==> config.mk <==
export PLATFORM = sky130hd
export DESIGN_NAME = shift_add_mult32
export DESIGN_NICKNAME = d
export VERILOG_FILES = /design/src/rtl/shift_add_mult32.sv
export SDC_FILE = /design/constraint.sdc
export NUM_CORES = 1
export LEC_CHECK = 0
export ABC_AREA = 1
export CAP_MARGIN = 40
export CORE_ASPECT_RATIO = 1.1
export CORE_MARGIN = 4
export CORE_UTILIZATION = 52
export DETAILED_ROUTE_END_ITERATION = 10
export HOLD_SLACK_MARGIN = 0.02
export PLACE_DENSITY = 0.73
export SLEW_MARGIN = 20
export SYNTH_ARGS = -nofsm -noshare
export SYNTH_HDL_FRONTEND = slang
export SYNTH_HIERARCHICAL = 1
export SYNTH_SLANG_ARGS = --single-unit
export TNS_END_PERCENT = 5
==> constraint.sdc <==
create_clock -name clk -period 15.3 [get_ports clk]
set_clock_uncertainty 0.2 [all_clocks]
set_input_delay 3.06 -clock clk [delete_from_list [all_inputs] [get_ports clk]]
set_output_delay 3.06 -clock clk [all_outputs]
set_load 0.01 [all_outputs]
==> src/rtl/shift_add_mult32.sv <==
// shift_add_mult32: sequential 32x32 unsigned shift-and-add multiplier wrapped around a 64-bit CLA.
// Optional build macro MULT_EARLY_EXIT_EN lets RUN finish once the remaining multiplier bits are zero.

module CLA_64bit (
  input  logic [63:0] a,
  input  logic [63:0] b,
  input  logic        cin,
  output logic [63:0] sum,
  output logic        cout,
  output logic        p_out,
  output logic        g_out
);

  function automatic logic [3:0] carry4(input logic [3:0] g, input logic [3:0] p, input logic ci);
    logic [3:0] c;
    c[0] = ci;
    c[1] = g[0] | (p[0] & ci);
    c[2] = g[1] | (p[1] & g[0]) | (p[1] & p[0] & ci);
    c[3] = g[2] | (p[2] & g[1]) | (p[2] & p[1] & g[0]) | (p[2] & p[1] & p[0] & ci);
    return c;
  endfunction

  function automatic logic grp_gen(input logic [3:0] g, input logic [3:0] p);
    return g[3] | (p[3] & g[2]) | (p[3] & p[2] & g[1]) | (p[3] & p[2] & p[1] & g[0]);
  endfunction

  logic [63:0] bit_g, bit_p, bit_c;
  logic [15:0] grp_g, grp_p, grp_c;
  logic [3:0]  sup_g, sup_p, sup_c;

  assign bit_g = a & b;
  assign bit_p = a ^ b;

  // Three lookahead levels: 16 nibble groups, 4 super-groups, then the top carry.
  always_comb begin
    for (int k = 0; k < 16; k++) begin
      grp_g[k] = grp_gen(bit_g[4*k +: 4], bit_p[4*k +: 4]);
      grp_p[k] = &bit_p[4*k +: 4];
    end
  end

  always_comb begin
    for (int s = 0; s < 4; s++) begin
      sup_g[s] = grp_gen(grp_g[4*s +: 4], grp_p[4*s +: 4]);
      sup_p[s] = &grp_p[4*s +: 4];
    end
  end

  assign sup_c = carry4(sup_g, sup_p, cin);

  always_comb begin
    for (int s = 0; s < 4; s++) begin
      grp_c[4*s +: 4] = carry4(grp_g[4*s +: 4], grp_p[4*s +: 4], sup_c[s]);
    end
  end

  always_comb begin
    for (int k = 0; k < 16; k++) begin
      bit_c[4*k +: 4] = carry4(bit_g[4*k +: 4], bit_p[4*k +: 4], grp_c[k]);
    end
  end

  assign g_out = grp_gen(sup_g, sup_p);
  assign p_out = &sup_p;
  assign cout  = g_out | (p_out & cin);
  assign sum   = bit_p ^ bit_c;

endmodule

module shift_add_mult32 #(
  parameter int OPW = 32
) (
  input  logic               clk,
  input  logic               rst,
  input  logic               start_valid,
  output logic               start_ready,
  input  logic [OPW-1:0]     a,
  input  logic [OPW-1:0]     b,
  output logic               done_valid,
  input  logic               done_ready,
  output logic [2*OPW-1:0]   product,
  output logic               busy
);

  typedef enum logic [1:0] {IDLE, RUN, DONE} state_t;

  state_t state, next_state;

  logic [2*OPW-1:0] mcand;
  logic [OPW-1:0]   mplier;
  logic [2*OPW-1:0] acc;
  logic [5:0]       cnt;
  logic [2*OPW-1:0] adder_sum;
  logic             last_iter;
  logic             unused_cout, unused_p, unused_g;

  CLA_64bit u_adder (
    .a     (acc),
    .b     (mcand),
    .cin   (1'b0),
    .sum   (adder_sum),
    .cout  (unused_cout),
    .p_out (unused_p),
    .g_out (unused_g)
  );

`ifdef MULT_EARLY_EXIT_EN
  // Stop once nothing is left to add after this shift; cnt still caps the worst case.
  assign last_iter = (mplier[OPW-1:1] == '0) || (cnt == 6'(OPW-1));
`else
  assign last_iter = (cnt == 6'(OPW-1));
`endif

  always_ff @(posedge clk or posedge rst) begin
    if (rst) state <= IDLE;
    else     state <= next_state;
  end

  always_comb begin
    next_state = state;
    unique case (state)
      IDLE: if (start_valid) next_state = RUN;
      RUN:  if (last_iter)   next_state = DONE;
      DONE: if (done_ready)  next_state = IDLE;
      default:               next_state = IDLE;
    endcase
  end

  always_comb begin
    start_ready = 1'b0;
    done_valid  = 1'b0;
    busy        = 1'b0;
    unique case (state)
      IDLE:    start_ready = 1'b1;
      RUN:     busy        = 1'b1;
      DONE: begin
        done_valid = 1'b1;
        busy       = 1'b1;
      end
      default: start_ready = 1'b0;
    endcase
  end

  // acc keeps the finished product through DONE and IDLE until the next accept clears it.
  always_ff @(posedge clk or posedge rst) begin
    if (rst) begin
      mcand  <= '0;
      mplier <= '0;
      acc    <= '0;
      cnt    <= '0;
    end else begin
      unique case (state)
        IDLE: begin
          if (start_valid) begin
            mcand  <= {{OPW{1'b0}}, a};
            mplier <= b;
            acc    <= '0;
            cnt    <= '0;
          end
        end
        RUN: begin
          if (mplier[0]) acc <= adder_sum;
          mcand  <= mcand << 1;
          mplier <= mplier >> 1;
          cnt    <= cnt + 6'd1;
        end
        default: ;
      endcase
    end
  end

  assign product = acc;

endmodule

Word level (Yosys, flattened, before mapping)

Index checks and enable logic that the tools add are counted.
Widths: inputs -> output; s select.

Flip-flop bits (word level): 168
Input port bits: 68
Output and inout port bits: 67
Logic and storage cells: 489

$add $sub $neg: 1
Eq/ne operators: 7
Multiplexer cells: 16
Bitwise logic cells: 438
Reduce and logical (&&, ||, !) cells: 22

Operators by type and width:

| operator            | number |
|---|---|
| $and 1x1->1         | 264 |
| $pmux 64 s2         | 2 |
| $mux 64             | 3 |
| $or 1x1->1          | 171 |
| $xor 64x64->64      | 2 |
| $pmux 32 s2         | 1 |
| $and 63x63->63      | 1 |
| $reduce_and 4->1    | 14 |
| $mux 32             | 1 |
| $reduce_and 16->1   | 2 |
| $pmux 6 s2          | 1 |
| $ne 2x2->1 const B  | 4 |
| $add 6x1->6 const B | 1 |
| $eq 6x5->1 const B  | 1 |
| $mux 2              | 3 |
| $mux 6              | 1 |
| $pmux 2 s3          | 1 |
| $reduce_and 3->1    | 2 |
| $mux 1              | 3 |
| $eq 2x1->1 const B  | 1 |
| $eq 2x2->1 const B  | 1 |
| $logic_not 2->1     | 1 |
| $reduce_and 2->1    | 1 |
| $reduce_bool 2->1   | 1 |
| $reduce_or 2->1     | 1 |

Depth between registers and ports, before layout

Gate-level depths: netlist of run 1.

Depth in word-level cells: 19
Gate-level depth with buffers: 19
Mapped depth without buffers: 19

By module

Netlist of run 1, hierarchy kept.

By module, submodules not included:

| module           | instances | cells an instance | area each (um^2) | seq. area each (um^2) |
|---|---|---|---|---|
| shift_add_mult32 | 1         | 800               | 7118.1           | 4204.0 |
| CLA_64bit        | 1         | 511               | 3255.6           | 0.0 |

Worst setup path after synthesis of run 1

No wires, ideal clock.

Kind: input -> register
From: input port start_valid
To: register mcand[33]
Setup time: 0.133 ns
Data arrival time: 3.658 ns
Data required time: 14.967 ns
Setup slack: 11.309 ns
Stages: 5
Path buffers: 1
Cell sequence: inv_1 -> nand2_1 -> nand2_1 -> clkbuf_1 -> o22ai_1

Longest elaborated chain between the ends: 2

RTL lines:

| what                              | RTL line | source |
|---|---|---|
| start, declared                   | 75       | `input logic start_valid,` |
| $ne 2x2->1 (no source line)       | -        |  |
| $reduce_and 2->1 (no source line) | -        |  |
| end signal, assigned              | 155      | `mcand <= {{OPW{1'b0}}, a};` |
| end signal, assigned              | 163      | `mcand <= mcand << 1;` |
| end, declared                     | 89       | `logic [2*OPW-1:0] mcand;` |

Every way passes these cells.
A chain may end at the register's enable or synchronous reset.

Worst setup path in the final report of run 1

From: register state[0]
To: output port start_ready

Longest elaborated chain between the ends: 2

RTL lines:

| what                   | RTL line | source |
|---|---|---|
| start, declared        | 87       | `state_t state, next_state;` |
| start signal, assigned | 116      | `else state <= next_state;` |
| $logic_not 2->1        | 133      | `unique case (state)` |
| $mux 1                 | 133      |  |
| end, declared          | 76       | `output logic start_ready,` |

Every way passes these cells.

==> flow_summary.yaml, run 1 <==
route:
  drc: 0
  vias_per_cell: 5.21
  first_pass_iters: 5
  wl_per_cell_microns: 13.8
  num_vias: 8697
  ant_nets: 0
  drt-total-wl_microns: 23000
  drtIter0Drc: 477
clock_network:
  cts-root-buf: "clkbuf_16"
  cts_made_buffers: 17
  cts.reportedPaths.clkPinSlew_ns: 0.07
  clk_latency_ns: 0.43
  ctsResizeCount: 0
  ctsHtreeMaxLevel: 4
  cts_hold_buf: 0
  cts_tree: "built"
  cts_setup_buffers: 0
  clk_path_buf_depth: 2
  clock-sinks: 168
final_layout:
  layout.area.seq_sq_um: 4200
  layout.nets: 1560
  multiInputGateArea_sq_um: 5300
  fin_cells: 1668
  fin_area_sq_um: 12400
  drive_above_1_share: 0.0732
  syn_to_final_growth_pct: 20.6
  nFillCells: 1686
  diodes: 0
floorplanning:
  die_h_microns: 156
  die-area_sq_um: 22100
  start_util: 0.534
  num_rows: 53
  chipWidth_microns: 142
  core-area_sq_um: 19300
  ios: 135
pwr:
  intPower_mw: 1.25
  irDropWorstVdd_mv: 0.103
  power_frac_seq: 0.313
  pwr-share-clk: 0.189
  p_sw_mw: 1.00
  powerDensity_nw_per_um2: 182
  p_leak_nw: 6.06
  p_sw_frac: 0.445
  combPwrFrac: 0.498
placed_design:
  place_ws_ns: 9.78
  placed_area_sq_um: 11800
  dp_hpwl_microns: 16600
  post-place-cells: 1634
  place_congestion: 0.829
  portBuffers: 134
timing:
  setup_tns_ns: 0
  timing.fmax_mhz: 199
  period_minus_slack_ns: 5.03
  hold_ws_ns: 0.303
  min_period_over_period: 0.329
  setup_ws_ns: 10.27
  tightestPinTransition_ns: 0.718
  rsz0062_at_grt: "false"
  setup_violations: 0
  drv_slew: 0
  hold_violations: 0
  slew_headroom: 0.522
grt:
  antenna_found_initial: 0
  gr-max-usage-layer: "met2"
  grt_max_degree: 94
  gr-total-overflow: 0
  grt_first_pass_wirelength_microns: 38900
  globalRouteMet2Util: 0.360
  globalRouteTotalUtil: 0.213
  met3_usage: 0.0343
  grt_pass1_vias: 8339
  grtUsageMet1: 0.280
critical_path:
  cp_max_fo: 5
  critPathCaptureType: "output port"
  regToRegSetupSlack_ns: 12.33
  crit_path_start_kind: "flop"
  cp.arrival_ns: 1.77
  critPathKind: "reg -> out"
  cp.required_ns: 12.04
logic_synthesis:
  yosysWarnings: 6
  avgSynthCellArea_sq_um: 7.95
  postSynthCellCount: 1296
  syn_area_sq_um: 10300
outcome:
  status: "finished clean"
flow_run:
  cap_violations: 0
hold_path:
  holdCritPathClass: "reg -> reg"
[metrics by stage]
stage	power [mW]	utilization
floorplan	1.56	-
CTS	2.26	0.641
detailed placement	1.83	0.612
finish	2.26	0.644
global placement	1.76	0.605
global route	2.46	0.644
[cells in the final DEF, fill, tap and decap left out, types with 8 or more instances in the layout]
cell type          n
nor2_1            93
a21oi_1           37
a31oi_1           63
nor2_2             8
clkdlybuf4s50_1  134
o21ai_1           25
clkbuf_16         17
nand2_2           26
dfrtp_1          168
fa_1              16
o22ai_1           30
nand3_1           39
o21ai_0           50
xor2_1            23
inv_1            122
nand2_1          413
ha_1              67
[power groups by stage]
stage          combinational (mW)  clock (mW)  sequential (mW)
2_1_floorplan               0.868           0            0.690
3_3_place_gp                 1.05           0            0.711
3_5_place_dp                 1.12           0            0.714
4_1_cts                      1.12       0.432            0.707
5_1_grt                      1.29       0.451            0.726
6_report                     1.12       0.427            0.706
[path summary, 6_finish.rpt]
path,start,to,cells past startpoint
setup / recovery,state[0],start_ready,3
setup reg to reg,product[49],product[61],13
hold reg to reg,mcand[63],mcand[63],2
max in group asynchronous,rst,mplier[5],5
hold / removal,mcand[63],mcand[63],2
min in group asynchronous,rst,product[56],2
[critical path, cell delays in order, from the launching register on]
cell             delay, ns
dfrtp_1               0.43
inv_1                 0.10
ha_1                  0.24
clkdlybuf4s50_1       0.57
[sequential cells by signal, summed over array words and instances (netlist names)]
signal and flops:
state 2, cnt 6, product 64, mplier 32, mcand 64
[layout make-up]
| class | count | share of cell area |
|---|---|---|
| timing repair buffer | 145 | 0.125 |
| clock inverter | 15 | 0.0119 |
| sequential | 168 | 0.338 |
| clock buffer | 17 | 0.0342 |
| tap | 247 | 0.0249 |
| inverter | 128 | 0.0391 |
| multi-input combinational | 948 | 0.427 |
[per-layer routing]
| layer | wire (microns) | vias up |
|---|---|---|
| met5 | 0 | - |
| met2 | 11400 | 171 |
| li1 | - | 4440 |
| met4 | 384 | 0 |
| met3 | 852 | 29 |
| met1 | 10400 | 4057 |
No activity file was read; power rests on OpenSTA's default activity.
==> run 2: changes to the inputs <==
==> constraint.sdc (replaced) <==
create_clock -name clk -period 4.81 [get_ports clk]
set_clock_uncertainty 0.2 [all_clocks]
set_input_delay 0.962 -clock clk [delete_from_list [all_inputs] [get_ports clk]]
set_output_delay 0.962 -clock clk [all_outputs]
set_load 0.01 [all_outputs]
==> run 2 against run 1 <==
  * Combinational power rose to 3.2 times the previous value
  * Worst hold slack got worse by 0.013 ns
  * Routed wire length rose by 2.0%
  * Clock-buffer cell count rose by 3
  * Sequential share of layout area rose by 0.061 points
  * Global-route usage rose by 0.47 points
  * Critical path depth rose by 12
  * Power rose to 3.2 times the previous value
  * Sequential power rose to 3.2 times the previous value
==> flow_summary.yaml, run 2 (synthesis results as in run 1) <==
placed_design:
  place_ws_ns: 1.57
  post-place-cells: 1633
  portBuffers: 134
  placed_area_sq_um: 11700
  dp_hpwl_microns: 16200
  place_congestion: 0.834
clock_network:
  cts_hold_buf: 0
  cts-root-buf: "clkbuf_16"
  cts_made_buffers: 17
  ctsHtreeMaxLevel: 4
  cts.reportedPaths.clkPinSlew_ns: 0.06
  ctsResizeCount: 0
  cts_tree: "built"
  clock-sinks: 168
  clk_latency_ns: 0.42
  clk_path_buf_depth: 2
  cts_setup_buffers: 0
timing:
  rsz0062_at_grt: "false"
  setup_ws_ns: 1.82
  hold_violations: 0
  setup_violations: 0
  period_minus_slack_ns: 2.99
  slew_headroom: 0.340
  drv_slew: 0
  tightestPinTransition_ns: 0.991
  timing.fmax_mhz: 335
  setup_tns_ns: 0
  min_period_over_period: 0.621
  hold_ws_ns: 0.290
critical_path:
  critPathMaxStageDelay_ns: 0.42
  critPathKind: "reg -> reg"
  cp_max_fo: 6
  crit_buf_inv: 0
  critPathCaptureType: "flop"
  worst_path_dominant_cell_family: "simple AND/OR/NAND/NOR gates"
  cp.arrival_ns: 3.12
  path_cells: "ha_1 -> nand2_1 -> nand2_1 -> a21oi_1 -> nand2_1 -> nand2_1 -> nand3_2 -> nand2_2 -> nand3_2 -> nand2_2 -> nand2_2 -> fa_1 -> xor2_1 -> nand2_1 -> o21ai_0"
  cp.required_ns: 4.95
  crit_path_start_kind: "flop"
  crit_top_cell: "nand2_1"
  crit_slowest_cell: "dfrtp_1"
route:
  ant_nets: 0
  num_vias: 8703
  wl_per_cell_microns: 14.1
  first_pass_iters: 5
  drt-total-wl_microns: 23500
  vias_per_cell: 5.22
  drc: 0
  drtIter0Drc: 507
pwr:
  power_frac_seq: 0.308
  combPwrFrac: 0.489
  p_leak_nw: 6.04
  powerDensity_nw_per_um2: 587
  p_sw_frac: 0.429
  p_sw_mw: 3.13
  pwr-share-clk: 0.203
  irDropWorstVdd_mv: 0.373
  intPower_mw: 4.16
  total_power_mw: 7.28
hold_path:
  holdCritPathClass: "reg -> reg"
final_layout:
  drive_above_1_share: 0.0719
  layout.nets: 1558
  post-route-util: 0.643
  layout_common_cells: "nand2_1, dfrtp_1, clkdlybuf4s50_1, inv_1, nor2_1"
  fin_area_sq_um: 12400
  syn_to_final_growth_pct: 20.4
  final_common_cell: "nand2_1"
  diodes: 0
  fin_cells: 1666
outcome:
  status: "finished clean"
floorplanning:
  die-area_sq_um: 22100
  start_util: 0.534
  ios: 135
  die_h_microns: 156
  num_rows: 53
  chipWidth_microns: 142
  core-area_sq_um: 19300
grt:
  gr-total-overflow: 0
  globalRouteTotalUtil: 0.217
  grt_first_pass_wirelength_microns: 39600
  antenna_found_initial: 0
  grt_max_degree: 169
  grt_pass1_vias: 8263
flow_run:
  cap_violations: 0
[run 2: cell count changes in the layout (fill, tap and decap cells not counted), sizes merged]
cell,delta
bufinv,+4
buf,-2
clkinv,+5
clkinvlp,+2
clkbuf,+3
inv,-14
[run 2: path summary, 6_finish.rpt]
kind	end	startpoint	slack, ns	cells after the start
setup / recovery	product[61]	product[5]	1.82	15
hold / removal	mplier[31]	mplier[31]	0.29	2
setup reg to reg	product[61]	product[5]	1.82	15
hold reg to reg	mplier[31]	mplier[31]	0.29	2
max in group asynchronous	product[7]	rst	2.72	3
min in group asynchronous	product[25]	rst	0.89	3
[run 2: area by class of cell]
| type | count | area [sq um] |
|---|---|---|
| inverter | 128 | 484 |
| timing repair buffer | 143 | 1470 |
| fill | 1633 | 6890 |
| sequential | 168 | 4200 |
| tap | 247 | 309 |
| clock inverter | 12 | 173 |
| multi-input combinational | 948 | 5300 |
| clock buffer | 20 | 467 |
[run 2: power groups by stage]
stage	sequential (mW)	combinational, mW	clock [mW]
after floorplan	2.20	2.76	0
after global placement	2.25	3.40	0
after detailed placement	2.26	3.52	0
after CTS	2.25	3.56	1.51
after global routing	2.31	4.06	1.56
final	2.24	3.56	1.48
[run 2: worst reg2reg max path: stages, from the launching register on]
cell and delay [ns]:
dfrtp_1 0.42, ha_1 0.37, nand2_1 0.08, nand2_1 0.06, a21oi_1 0.20, nand2_1 0.10, nand2_1 0.10, nand3_2 0.15
nand2_2 0.10, nand3_2 0.19, nand2_2 0.12, nand2_2 0.09, fa_1 0.38, xor2_1 0.13, nand2_1 0.06, o21ai_0 0.15
[run 2: metal layers]
layer	track usage	routed length [microns]	vias to the layer above
met5	0	0	-
met4	0.0695	467	0
met3	0.0383	900	34
met2	0.362	11400	175
met1	0.290	10700	4069
li1	-	-	4425
==> run 3: changes to the inputs <==
==> constraint.sdc (replaced) <==
create_clock -name clk -period 3.1 [get_ports clk]
set_clock_uncertainty 0.2 [all_clocks]
set_input_delay 0.62 -clock clk [delete_from_list [all_inputs] [get_ports clk]]
set_output_delay 0.62 -clock clk [all_outputs]
set_load 0.01 [all_outputs]
==> run 3 against run 2 <==
  * Setup slack worse by 1.6 ns
  * Power is 52% higher
  * First-iteration DRC count fell by 25%
  * Final cell count rose by 0.24%
  * Critical endpoint is now product[45]
==> flow_summary.yaml, run 3 (synthesis results as in run 1) <==
outcome:
  status: "finished clean"
route:
  wl_per_cell_microns: 13.9
  first_pass_iters: 5
  num_vias: 8643
  ant_nets: 0
  vias_per_cell: 5.18
  drt-total-wl_microns: 23300
  drc: 0
  drtIter0Drc: 382
final_layout:
  multiInputGateArea_sq_um: 5350
  layout.nets: 1562
  post-route-util: 0.643
  final_common_cell: "nand2_1"
  layout_common_cells: "nand2_1, dfrtp_1, clkdlybuf4s50_1, inv_1, nor2_1"
  layout.area.seq_sq_um: 4200
  nFillCells: 1666
  diodes: 0
  syn_to_final_growth_pct: 20.4
  drive_above_1_share: 0.0787
timing:
  hold_violations: 0
  drv_slew: 0
  min_period_over_period: 0.916
  setup_ws_ns: 0.260
  rsz0062_at_grt: "false"
  tightestPinTransition_ns: 0.740
  setup_tns_ns: 0
  period_minus_slack_ns: 2.84
  slew_headroom: 0.506
  setup_violations: 0
  timing.fmax_mhz: 352
  hold_ws_ns: 0.292
clock_network:
  cts_made_buffers: 17
  cts-root-buf: "clkbuf_16"
  cts_tree: "built"
  cts.reportedPaths.clkPinSlew_ns: 0.07
  cts_hold_buf: 0
  clk_latency_ns: 0.43
  clk_path_buf_depth: 2
  cts_setup_buffers: 0
  ctsHtreeMaxLevel: 4
  clock-sinks: 168
hold_path:
  hold_end: "mplier[31]"
  hold_start: "mplier[31]"
  hold_depth: 2
  holdCritPathClass: "reg -> reg"
critical_path:
  cp_max_fo: 5
  critPathKind: "reg -> reg"
  cp.arrival_ns: 3.00
  crit_buf_inv: 1
  cp.required_ns: 3.26
  r2r-start: "product[11]"
  critPathMaxStageDelay_ns: 0.41
  crit_slowest_cell: "dfrtp_1"
  worst_path_dominant_cell_family: "simple AND/OR/NAND/NOR gates"
  r2r-end: "product[45]"
  regToRegSetupSlack_ns: 0.26
  critPathCaptureType: "flop"
  crit_top_cell: "nand2_1"
  path_cells: "ha_1 -> a21oi_1 -> nand2_1 -> nand2_1 -> nand2_1 -> inv_1 -> nand2_1 -> nand2_1 -> nand3_4 -> nand3_2 -> nand2_2 -> fa_1 -> xor2_1 -> nand2_1 -> o21ai_1"
  r2r_cells: 15
  crit_path_start_kind: "flop"
grt:
  grt_pass1_vias: 8356
  grt_first_pass_wirelength_microns: 39300
  globalRouteTotalUtil: 0.215
  antenna_found_initial: 0
  gr-total-overflow: 0
  grt_max_degree: 119
placed_design:
  portBuffers: 134
  place_congestion: 0.853
  place_ws_ns: 0.171
  dp_hpwl_microns: 16500
floorplanning:
  die-area_sq_um: 22100
  core-area_sq_um: 19300
  chipWidth_microns: 142
  num_rows: 53
  ios: 135
  start_util: 0.534
  die_h_microns: 156
pwr:
  irDropWorstVdd_mv: 0.444
  powerDensity_nw_per_um2: 893
  p_leak_nw: 6.03
flow_run:
  cap_violations: 0
## run 3: changes by cell type in the layout (fill, tap and decap cells not counted), moves of 3 or more
cell       change
ha_1           -3
buf_4          +3
bufinv_16      -4
buf_12         +4
clkinv_2       -3
clkinv_4       +3
inv_6          +5
## run 3: repair_timing
item                                    in CTS  in global routing
hold endpoints to repair                     0                  0
endpoints found under the setup margin       0                  4
gates resized for setup                      0                  9
## run 3: how the worst max path moves through the flow
stage | start | endpoint | slack, ns | cells past startpoint
3_5_place_dp | product[15] | product[57] | 0.17 | 15
3_3_place_gp | product[21] | product[61] | 0.21 | 15
5_1_grt | product[2] | product[41] | 0.005 | 17
4_1_cts | product[9] | product[61] | 0.12 | 17
2_1_floorplan | rst | cnt[0] | 0.14 | 1
6_report | product[11] | product[45] | 0.26 | 15
## run 3: final cells by class
cell class	instances	area share
multi-input combinational	948	0.431
sequential	168	0.339
timing repair buffer	147	0.121
inverter	128	0.0390
clock buffer	19	0.0365
tap	247	0.0249
clock inverter	13	0.00897
## run 3: stage by stage
stage	area (sq um)	power [mW]	std cells
6_report	12400	11.1	1670
5_1_grt	12400	12.1	1670
4_1_cts	12400	11.1	1670
3_5_place_dp	11800	9.06	1638
3_3_place_gp	11800	8.90	1638
2_1_floorplan	10300	7.69	1299
## run 3: metal layers
| metal | part of all wire | track usage |
|---|---|---|
| met5 | 0 | 0 |
| met2 | 0.50 | 0.369 |
| met3 | 0.037 | 0.0399 |
| met1 | 0.45 | 0.279 |
| met4 | 0.013 | 0.0594 |
## run 3: worst register-to-register path: cells and delay by family, from the launching register on
family | cells | cell delay (ns)
AO/OA/AOI/OAI | 2 | 0.35
XOR/XNOR | 1 | 0.16
adder cells (fa/ha/maj) | 2 | 0.76
buffers and inverters | 1 | 0.13
flip-flops | 1 | 0.41
AND/OR/NAND/NOR | 9 | 0.77
## run 3: power by group
group          switching [mW]  leakage, nW  internal (mW)  total (mW)
clock                   0.955        0.277           1.09        2.05
sequential              0.576         2.14           2.88        3.46
combinational            3.38         3.61           2.20        5.58
total                    4.91         6.03           6.17        11.1
